## config.mk

```make
export PLATFORM = sky130hd
export DESIGN_NAME = tournament_sampler_flat
export DESIGN_NICKNAME = d
export VERILOG_FILES = /design/src/rtl/tournament_sampler_if.sv /design/src/rtl/tournament_sampler.sv /design/src/flat_wrapper.sv
export SDC_FILE = /design/constraint.sdc
export NUM_CORES = 1
export LEC_CHECK = 0
export ABC_CLOCK_PERIOD_IN_PS = 4900
export CORE_MARGIN = 2
export CORE_UTILIZATION = 60
export CTS_CLUSTER_DIAMETER = 200
export DETAILED_ROUTE_END_ITERATION = 10
export DONT_BUFFER_PORTS = 1
export PLACE_DENSITY = 0.75
export SYNTH_ARGS = -nofsm -noshare
export SYNTH_HDL_FRONTEND = slang
export SYNTH_SLANG_ARGS = --single-unit
```

## constraint.sdc

```tcl
create_clock -name i_clk -period 4.9 [get_ports i_clk]
set_input_delay 0.49 -clock i_clk [delete_from_list [all_inputs] [get_ports i_clk]]
set_output_delay 0.49 -clock i_clk [all_outputs]
set_load 0.05 [all_outputs]
```

## src/rtl/tournament_sampler_if.sv

```systemverilog
// Start/busy control, fitness-memory port, comparator port and parent-pair handshake.
// The sampler uses the master modport; memory, comparator and consumer use the slave modport.
interface tournament_sampler_if #(
  parameter int unsigned FITNESS_WIDTH = 27,
  parameter int unsigned IDX_WIDTH     = 4
);
  logic                     i_start;
  logic                     o_busy;
  logic [IDX_WIDTH-1:0]     o_fit_addr;
  logic [FITNESS_WIDTH-1:0] i_fit_data;
  logic [FITNESS_WIDTH-1:0] o_sel_fitness1;
  logic [FITNESS_WIDTH-1:0] o_sel_fitness2;
  logic                     o_sel_enable;
  logic                     i_sel_selected;
  logic [IDX_WIDTH-1:0]     o_parent_a;
  logic [IDX_WIDTH-1:0]     o_parent_b;
  logic                     o_pair_valid;
  logic                     i_pair_ready;

  modport master (
    input  i_start, i_fit_data, i_sel_selected, i_pair_ready,
    output o_busy, o_fit_addr, o_sel_fitness1, o_sel_fitness2, o_sel_enable,
           o_parent_a, o_parent_b, o_pair_valid
  );

  modport slave (
    output i_start, i_fit_data, i_sel_selected, i_pair_ready,
    input  o_busy, o_fit_addr, o_sel_fitness1, o_sel_fitness2, o_sel_enable,
           o_parent_a, o_parent_b, o_pair_valid
  );
endinterface

```

## src/rtl/tournament_sampler.sv

```systemverilog
// Runs two LFSR-drawn binary tournaments and returns the winning parent pair.
// Pair valid 15 cycles after start (+1 per redraw); the pair is held in DONE until pair_ready.
module tournament_sampler #(
  parameter int unsigned FITNESS_WIDTH = 27,
  parameter int unsigned POP_SIZE      = 16,
  parameter int unsigned IDX_WIDTH     = $clog2(POP_SIZE),
  parameter logic [15:0] LFSR_SEED     = 16'hACE1
) (
  input  logic                 i_clk,
  input  logic                 i_rst,
  tournament_sampler_if.master bus
);

  localparam logic [15:0] SEED_EFF = (LFSR_SEED == 16'h0000) ? 16'h0001 : LFSR_SEED;

  typedef enum logic [3:0] {
    S_IDLE, S_DRAW_A, S_DRAW_B, S_FETCH_A, S_FETCH_B,
    S_CAPTURE_B, S_COMPARE, S_RESULT, S_DONE
  } state_t;

  state_t                   r_state;
  state_t                   w_state_nxt;
  logic [15:0]              r_lfsr;
  logic [15:0]              w_lfsr_nxt;
  logic                     r_round;
  logic [IDX_WIDTH-1:0]     r_idx1;
  logic [IDX_WIDTH-1:0]     r_idx2;
  logic [FITNESS_WIDTH-1:0] r_f1;
  logic [FITNESS_WIDTH-1:0] r_sel_f1;
  logic [FITNESS_WIDTH-1:0] r_sel_f2;
  logic [IDX_WIDTH-1:0]     r_parent_a;
  logic [IDX_WIDTH-1:0]     r_parent_b;
  logic [IDX_WIDTH-1:0]     w_draw;
  logic [IDX_WIDTH-1:0]     w_winner;
  logic [IDX_WIDTH-1:0]     w_fit_addr;
  logic                     w_lfsr_adv;
  logic                     w_busy;
  logic                     w_sel_en;
  logic                     w_pair_vld;

  assign w_draw     = r_lfsr[IDX_WIDTH-1:0] & IDX_WIDTH'(POP_SIZE - 1);
  assign w_lfsr_nxt = r_lfsr[0] ? ((r_lfsr >> 1) ^ 16'hB400) : (r_lfsr >> 1);
  assign w_winner   = bus.i_sel_selected ? r_idx2 : r_idx1;

  always_ff @(posedge i_clk or posedge i_rst) begin
    if (i_rst) begin
      r_state <= S_IDLE;
    end else begin
      r_state <= w_state_nxt;
    end
  end

  // Control outputs decode straight from the state so reset clears them without a clock.
  always_comb begin
    w_state_nxt = r_state;
    w_busy      = 1'b1;
    w_fit_addr  = '0;
    w_sel_en    = 1'b0;
    w_pair_vld  = 1'b0;
    w_lfsr_adv  = 1'b0;
    case (r_state)
      S_IDLE: begin
        w_busy = 1'b0;
        if (bus.i_start) w_state_nxt = S_DRAW_A;
      end
      S_DRAW_A: begin
        w_lfsr_adv  = 1'b1;
        w_state_nxt = S_DRAW_B;
      end
      S_DRAW_B: begin
        w_lfsr_adv = 1'b1;
        if (w_draw != r_idx1) w_state_nxt = S_FETCH_A;
      end
      S_FETCH_A: begin
        w_fit_addr  = r_idx1;
        w_state_nxt = S_FETCH_B;
      end
      S_FETCH_B: begin
        w_fit_addr  = r_idx2;
        w_state_nxt = S_CAPTURE_B;
      end
      S_CAPTURE_B: w_state_nxt = S_COMPARE;
      S_COMPARE: begin
        w_sel_en    = 1'b1;
        w_state_nxt = S_RESULT;
      end
      S_RESULT: w_state_nxt = r_round ? S_DONE : S_DRAW_A;
      S_DONE: begin
        w_pair_vld = 1'b1;
        if (bus.i_pair_ready) w_state_nxt = S_IDLE;
      end
      default: w_state_nxt = S_IDLE;
    endcase
  end

  always_ff @(posedge i_clk or posedge i_rst) begin
    if (i_rst) begin
      r_lfsr     <= SEED_EFF;
      r_round    <= 1'b0;
      r_idx1     <= '0;
      r_idx2     <= '0;
      r_f1       <= '0;
      r_sel_f1   <= '0;
      r_sel_f2   <= '0;
      r_parent_a <= '0;
      r_parent_b <= '0;
    end else begin
      if (w_lfsr_adv) r_lfsr <= w_lfsr_nxt;
      case (r_state)
        S_IDLE:      if (bus.i_start) r_round <= 1'b0;
        S_DRAW_A:    r_idx1 <= w_draw;
        S_DRAW_B:    if (w_draw != r_idx1) r_idx2 <= w_draw;
        S_FETCH_B:   r_f1 <= bus.i_fit_data;
        // Comparator operands change only here, so they stay stable between COMPAREs.
        S_CAPTURE_B: begin
          r_sel_f1 <= r_f1;
          r_sel_f2 <= bus.i_fit_data;
        end
        S_RESULT: begin
          if (!r_round) begin
            r_parent_a <= w_winner;
            r_round    <= 1'b1;
          end else begin
            r_parent_b <= w_winner;
          end
        end
        default: ;
      endcase
    end
  end

  assign bus.o_busy         = w_busy;
  assign bus.o_fit_addr     = w_fit_addr;
  assign bus.o_sel_fitness1 = r_sel_f1;
  assign bus.o_sel_fitness2 = r_sel_f2;
  assign bus.o_sel_enable   = w_sel_en;
  assign bus.o_parent_a     = r_parent_a;
  assign bus.o_parent_b     = r_parent_b;
  assign bus.o_pair_valid   = w_pair_vld;

endmodule

```

## src/flat_wrapper.sv

```systemverilog
// flat-port wrapper written by rule: the top's interface ports become plain ports
module tournament_sampler_flat 
#(
  parameter int unsigned FITNESS_WIDTH = 27,
  parameter int unsigned POP_SIZE      = 16,
  parameter int unsigned IDX_WIDTH     = $clog2(POP_SIZE),
  parameter logic [15:0] LFSR_SEED     = 16'hACE1
)
  (i_clk, i_rst, bus_i_start, bus_i_fit_data, bus_i_sel_selected, bus_i_pair_ready, bus_o_busy, bus_o_fit_addr, bus_o_sel_fitness1, bus_o_sel_fitness2, bus_o_sel_enable, bus_o_parent_a, bus_o_parent_b, bus_o_pair_valid);
  tournament_sampler_if #(.FITNESS_WIDTH(FITNESS_WIDTH), .IDX_WIDTH(IDX_WIDTH)) bus_i ();
  input  logic i_clk;
  input  logic i_rst;
  input wire logic [$bits(bus_i.i_start)-1:0] bus_i_start;
  input wire logic [$bits(bus_i.i_fit_data)-1:0] bus_i_fit_data;
  input wire logic [$bits(bus_i.i_sel_selected)-1:0] bus_i_sel_selected;
  input wire logic [$bits(bus_i.i_pair_ready)-1:0] bus_i_pair_ready;
  output wire logic [$bits(bus_i.o_busy)-1:0] bus_o_busy;
  output wire logic [$bits(bus_i.o_fit_addr)-1:0] bus_o_fit_addr;
  output wire logic [$bits(bus_i.o_sel_fitness1)-1:0] bus_o_sel_fitness1;
  output wire logic [$bits(bus_i.o_sel_fitness2)-1:0] bus_o_sel_fitness2;
  output wire logic [$bits(bus_i.o_sel_enable)-1:0] bus_o_sel_enable;
  output wire logic [$bits(bus_i.o_parent_a)-1:0] bus_o_parent_a;
  output wire logic [$bits(bus_i.o_parent_b)-1:0] bus_o_parent_b;
  output wire logic [$bits(bus_i.o_pair_valid)-1:0] bus_o_pair_valid;
  assign bus_i.i_start = bus_i_start;
  assign bus_i.i_fit_data = bus_i_fit_data;
  assign bus_i.i_sel_selected = bus_i_sel_selected;
  assign bus_i.i_pair_ready = bus_i_pair_ready;
  assign bus_o_busy = bus_i.o_busy;
  assign bus_o_fit_addr = bus_i.o_fit_addr;
  assign bus_o_sel_fitness1 = bus_i.o_sel_fitness1;
  assign bus_o_sel_fitness2 = bus_i.o_sel_fitness2;
  assign bus_o_sel_enable = bus_i.o_sel_enable;
  assign bus_o_parent_a = bus_i.o_parent_a;
  assign bus_o_parent_b = bus_i.o_parent_b;
  assign bus_o_pair_valid = bus_i.o_pair_valid;
  tournament_sampler #(.FITNESS_WIDTH(FITNESS_WIDTH), .POP_SIZE(POP_SIZE), .IDX_WIDTH(IDX_WIDTH), .LFSR_SEED(LFSR_SEED)) u_core (.i_clk(i_clk), .i_rst(i_rst), .bus(bus_i));
endmodule
```

==> impl_metrics.json, run 1 <==
{
  "antenna_found_initial": 0,
  "wl_um": 7840,
  "grt_overflow": 0,
  "grt_use_total_pct": 20.40,
  "worst_pin_slew_ns": 1.048,
  "worst_hold_slack_ns": 0.03090,
  "ctsHoldBuffers": 0,
  "ys_seq_elements": 118,
  "cp-start-kind": "register",
  "hp-class": "in2async",
  "fillCellCount": 532,
  "n_antenna_cell": 0,
  "cts_root_buf": "clkbuf_8",
  "cts_tree": "done",
  "final_area_mm2": 0.005405,
  "setup_slack_ns": 2.069,
  "clock_sinks": 118,
  "synth-seq-area-share_pct": 62.66,
  "insertion_delay_ns": 0.50,
  "final_common_cell": "mux2_2",
  "placed_area_mm2": 0.004827,
  "required_ns": 4.41,
  "firstDrtPassIters": 4,
  "synth_nets": 332,
  "min_period_over_period_pct": 57.78,
  "dpl.hpwl_um": 5291,
  "min_period_ns": 2.831,
  "numPortBuffers": 0,
  "slew_viol_final": 0,
  "status": "finished, final reports clean",
  "post_drt_wl_per_cell_um": 18.40,
  "cts_setup_buffers": 0,
  "synthDistinctLibCells": 33,
  "cp_cell_sequence": "nor2_1 -> nand3_1 -> a21oi_1",
  "fin_skew_ns": 0.007553,
  "final.setup.tns_ns": 0,
  "htreeDepth": 4,
  "die_area_mm2": 0.008606,
  "max-cap-violations": 0,
  "ant_nets": 0,
  "clkTransAtPathRegs_ns": 0.05,
  "nets": 343,
  "drc": 0,
  "setup_viol": 0,
  "final_hold_viol_count": 0,
  "cp_num_buf_inv": 0,
  "rsz0062_at_grt": "false",
  "ys_warn_count": 0,
  "synthToLayoutAreaGrowth_pct": 14.32,
  "start_util_pct": 61.51,
  "synth_area_mm2": 0.004728,
  "vias": 2456,
  "rr_worst_depth": 4,
  "core_mm2": 0.007687,
  "r2r_setup_slack_ns": 2.43,
  "syn_avg_cell_area_um2": 15.76,
  "chipWidth_um": 92.77,
  "rows": 32,
  "max_freq_mhz": 353.2,
  "cts_buffers": 17,
  "crit_path_max_incr_delay_ns": 0.85,
  "crit_family": "compound AO/OA/AOI/OAI gates",
  "crit_path_max_fanout": 12,
  "slew_headroom_pct": 30.32,
  "drive_gt1_share_pct": 50.93,
  "endpoint_kind": "output port",
  "final_cell_mix": "mux2_2 (113), dfrtp_1 (110), clkbuf_16 (16)",
  "grt_max_degree": 71,
  "synthCells": 300,
  "drt_iter0_drc": 83,
  "grt_pass1_wl_um": 13180,
  "first_global_vias": 2594,
  "die-height_um": 92.77,
  "clockBufferDepth": 2,
  "r2r_end": "u_core.bus.o_sel_fitness1[18]",
  "slowest_stage": "a21oi_1",
  "ios": 101,
  "post_cts_resized": 0,
  "r2r_start": "u_core.r_state[0]",
  "via_per_inst": 5.765,
  "crit_type": "reg2out",
  "critical_path_arrival_ns": 2.34,
  "place_congestion": 0.7697,
  "pre_cts_ws_ns": 2.392
}
## synthesized netlist by cell type
library cell	instances	area share, %
nand2_1	3	0.24
o41ai_2	1	0.34
nor4b_2	1	0.32
and3b_1	1	0.19
a21boi_0	1	0.16
dfrtp_1	110	58
buf_2	4	0.42
xor2_1	8	1.5
nor2_2	1	0.13
nor4b_1	1	0.19
nor4_4	1	0.45
nor2b_1	3	0.40
a221oi_1	1	0.19
nand2b_1	2	0.26
o21ai_0	2	0.21
nand4b_1	1	0.19
mux2_2	113	27
a31o_2	1	0.19
nor4_1	1	0.13
dfstp_2	8	4.4
buf_1	1	0.079
buf_4	7	1.1
nand3_1	1	0.11
nand2b_2	1	0.19
mux2_1	4	0.95
nor3_1	2	0.21
a21oi_1	3	0.32
inv_1	4	0.32
a32oi_1	3	0.56
nand4_1	1	0.13
clkbuf_1	1	0.079
nor2_1	7	0.56
nor3_4	1	0.34
## flip-flops by register name (all words and copies together), names as in the netlist
name,flops
u_core.r_f1,27
u_core.bus.o_parent_b,4
u_core.r_lfsr,16
u_core.bus.o_parent_a,4
u_core.bus.o_sel_fitness2,27
u_core.r_state,4
u_core.bus.o_sel_fitness1,27
u_core.r_round,1
u_core.r_idx2,4
u_core.r_idx1,4
## routing by layer
layer / global-route usage [%] / wire (um)
met3: 9.764 / 602
met5: 0 / 0
met2: 30.07 / 3699
met1: 26.95 / 3461
met4: 6.373 / 76
## through the flow
step | std cells | util, %
after floorplan | 300 | -
after global placement | 394 | 62.79
after detailed placement | 394 | 62.79
after CTS | 426 | 70.31
after global routing | 426 | 70.31
final | 426 | 70.31
## logic make-up (layout without fill, tap and decap cells)
| group | Yosys count | count (layout) | share of synthesized area [%] |
|---|---|---|---|
| flip-flops | 118 | 118 | 62.66 |
| multiplexers | 117 | 117 | 27.86 |
| AND/OR/NAND/NOR | 28 | 28 | 4.023 |
| buffers and inverters | 17 | 41 | 2.011 |
| AO/OA/AOI/OAI | 12 | 12 | 1.958 |
| XOR/XNOR | 8 | 8 | 1.482 |
## worst register-to-register path, stage by stage (launching register included)
cell	delay [ns]
dfrtp_1	0.64
nand2b_1	0.19
nor2_4	0.67
buf_4	0.47
mux2_2	0.39
## worst max path at each step
stage	startpoint	to	slack (ns)	cells after the start
5_1_grt	u_core.r_state[0]	bus_o_fit_addr[3]	1.89	3
6_report	u_core.r_state[0]	bus_o_fit_addr[3]	2.07	3
3_5_place_dp	u_core.r_state[3]	u_core.bus.o_sel_fitness1[17]	2.39	4
3_3_place_gp	u_core.r_state[0]	u_core.bus.o_sel_fitness1[18]	2.44	4
4_1_cts	u_core.r_state[0]	bus_o_fit_addr[3]	2.05	3
2_1_floorplan	i_rst	u_core.bus.o_parent_a[0]	1.29	1
## final cells by class
| class | instances | area [um^2] | share of cell area (%) |
|---|---|---|---|
| Inverter | 4 | 17.52 | 0.3241 |
| Multi-Input combinational cell | 165 | 1682 | 31.11 |
| Sequential cell | 118 | 2963 | 54.81 |
| Tap cell | 102 | 127.6 | 2.361 |
| Timing Repair Buffer | 5 | 37.54 | 0.6944 |
| Clock buffer | 19 | 421.7 | 7.801 |
| Clock inverter | 13 | 156.4 | 2.894 |
Power of run 1 is left out: the tool's default activity adds up to more than one toggle a clock period on the data nets, which glitch-free logic cannot reach.
==> run 2, diff against run 1 <==
--- a/config.mk
+++ b/config.mk
@@ -5,13 +5,13 @@
 export SDC_FILE = /design/constraint.sdc
 export NUM_CORES = 1
 export LEC_CHECK = 0
-export ABC_CLOCK_PERIOD_IN_PS = 4900
+export ABC_CLOCK_PERIOD_IN_PS = 2600
 export CORE_MARGIN = 2
-export CORE_UTILIZATION = 60
+export CORE_UTILIZATION = 56
 export CTS_CLUSTER_DIAMETER = 200
 export DETAILED_ROUTE_END_ITERATION = 10
 export DONT_BUFFER_PORTS = 1
-export PLACE_DENSITY = 0.75
+export PLACE_DENSITY = 0.73
 export SYNTH_ARGS = -nofsm -noshare
 export SYNTH_HDL_FRONTEND = slang
 export SYNTH_SLANG_ARGS = --single-unit
==> constraint.sdc (replaced) <==
create_clock -name i_clk -period 2.6 [get_ports i_clk]
set_input_delay 0.26 -clock i_clk [delete_from_list [all_inputs] [get_ports i_clk]]
set_output_delay 0.26 -clock i_clk [all_outputs]
set_load 0.05 [all_outputs]
==> run 2 against run 1 <==
Effect of this change:
- register-to-register slack worse by 1.7 ns
- clock skew up 0.0022 ns
- setup slack worse by 1.6 ns
- non-clock buffer count grew 36
- final cell count up 9.2%
- cell area up 7.1%
- highest routed layer unchanged
==> impl_metrics.json, run 2 (same netlist as run 1, synthesis figures left out) <==
{
  "status": "finished, final reports clean",
  "cts_buffers": 17,
  "synthToLayoutAreaGrowth_pct": 22.47,
  "firstDrtPassIters": 4,
  "rsz0062_at_grt": "false",
  "via_per_inst": 5.615,
  "grt_overflow": 0,
  "rows": 33,
  "ant_nets": 0,
  "r2r_setup_slack_ns": 0.70,
  "clkTransAtPathRegs_ns": 0.06,
  "r2r_end": "u_core.r_f1[7]",
  "cp-start-kind": "register",
  "fin_skew_ns": 0.009708,
  "cts_root_buf": "clkbuf_8",
  "cts_setup_buffers": 0,
  "clock_sinks": 118,
  "n_antenna_cell": 0,
  "power_density_mw_per_mm2": 1448,
  "ctsHoldBuffers": 30,
  "hp-class": "in2reg",
  "chipWidth_um": 95.89,
  "final_cell_mix": "mux2_2 (113), dfrtp_1 (110), dlygate4sd3_1 (30)",
  "crit_path_max_fanout": 12,
  "final_area_mm2": 0.005791,
  "drc": 0,
  "slowest_stage": "dfrtp_1",
  "r2r_start": "u_core.r_state[3]",
  "rr_worst_depth": 4,
  "endpoint_kind": "output port",
  "final_common_cell": "mux2_2",
  "core_mm2": 0.008217,
  "die_area_mm2": 0.009194,
  "post_cts_resized": 0,
  "drive_gt1_share_pct": 48.06,
  "start_util_pct": 57.55,
  "min_period_over_period_pct": 83.15,
  "htreeDepth": 4,
  "power.leakage_nw": 2.605,
  "die-height_um": 95.89,
  "ios": 101,
  "wl_um": 8467,
  "placed_area_mm2": 0.004902,
  "dpl.hpwl_um": 5356,
  "grt_pass1_wl_um": 13320,
  "crit_type": "reg2out",
  "first_global_vias": 2709,
  "min_period_ns": 2.162,
  "max-cap-violations": 0,
  "numPortBuffers": 0,
  "ir_worst_vdd_uv": 596.0,
  "max_freq_mhz": 462.6,
  "slew_viol_final": 0,
  "setup_viol": 0,
  "cp_cell_sequence": "nor2_1 -> nand3_1 -> a21oi_1 -> buf_4",
  "holdPathStages": 2,
  "clockBufferDepth": 2,
  "cts_tree": "done",
  "vias": 2611,
  "post_drt_wl_per_cell_um": 18.21,
  "grt_max_degree": 55,
  "insertion_delay_ns": 0.51,
  "worst_pin_slew_ns": 0.7214,
  "nets": 379,
  "drt_iter0_drc": 103,
  "antenna_found_initial": 0,
  "crit_path_max_incr_delay_ns": 0.53,
  "worstHoldEndpoint": "u_core.bus.o_parent_b[3]",
  "required_ns": 2.34,
  "fillCellCount": 527,
  "slew_headroom_pct": 51.80,
  "place_congestion": 0.8441,
  "grt_use_total_pct": 19.42,
  "hold_path_startpoint": "bus_i_sel_selected",
  "critical_path_arrival_ns": 1.90,
  "final_hold_viol_count": 0,
  "final.setup.tns_ns": 0
}
run 2: cell types whose count changed in the layout (fill, tap and decap cells not counted), sizes merged:
cell         change
dlygate4sd3     +30
buf              +6
clkinvlp         +1
bufinv           -1
run 2: critical path, delay by kind of cell (launching register included):
kind	cells	cell delay [ns]
AND/OR/NAND/NOR	2	0.47
AO/OA/AOI/OAI	1	0.19
flip-flops	1	0.53
buffers and inverters	1	0.22
run 2: layer usage:
layer	global-route usage (%)	vias up	routed length, um
met3	8.144	10	616
li1	-	1166	-
met4	6.786	0	98
met5	0	-	0
met2	30.65	94	4073
met1	24.16	1341	3679
run 2: worst max-delay path by stage:
stage	cells past startpoint	startpoint	to
2_1_floorplan	3	u_core.r_state[1]	bus_o_sel_enable
3_3_place_gp	4	u_core.r_state[3]	u_core.r_f1[23]
5_1_grt	4	u_core.r_state[1]	bus_o_fit_addr[3]
6_report	4	u_core.r_state[0]	bus_o_fit_addr[3]
3_5_place_dp	4	u_core.r_state[3]	u_core.r_f1[16]
4_1_cts	4	u_core.r_state[0]	bus_o_fit_addr[3]
run 2: area by class of cell:
type,count,area (um^2),share of cell area (%)
inverters,4,18.77,0.3241
flip-flops and latches,118,2963,51.17
well taps,105,131.4,2.269
clock buffers,19,441.7,7.627
multi-input cells,165,1682,29.04
repair buffers,41,407.9,7.044
clock inverters,13,146.4,2.528
run 2: where the power goes:
group	total (mW)	internal (mW)	switching, mW
Sequential	4.51	2.49	2.02
Clock	2.26	1.42	0.841
Combinational	1.61	0.927	0.683
run 2: per-stage QoR:
step	total power [mW]	utilization, %	hold WS, ns	setup WS, ns	std cells
after floorplan	5.796	-	0.3947	0.5450	300
after global placement	6.049	59.66	0.2710	0.7288	403
after detailed placement	6.136	59.66	0.2681	0.7141	403
after CTS	8.469	70.47	0.03667	0.4306	465
after global routing	8.775	70.47	0.04021	0.3048	465
final	8.385	70.47	0.06062	0.4381	465
(Power assumes the default switching activity.)
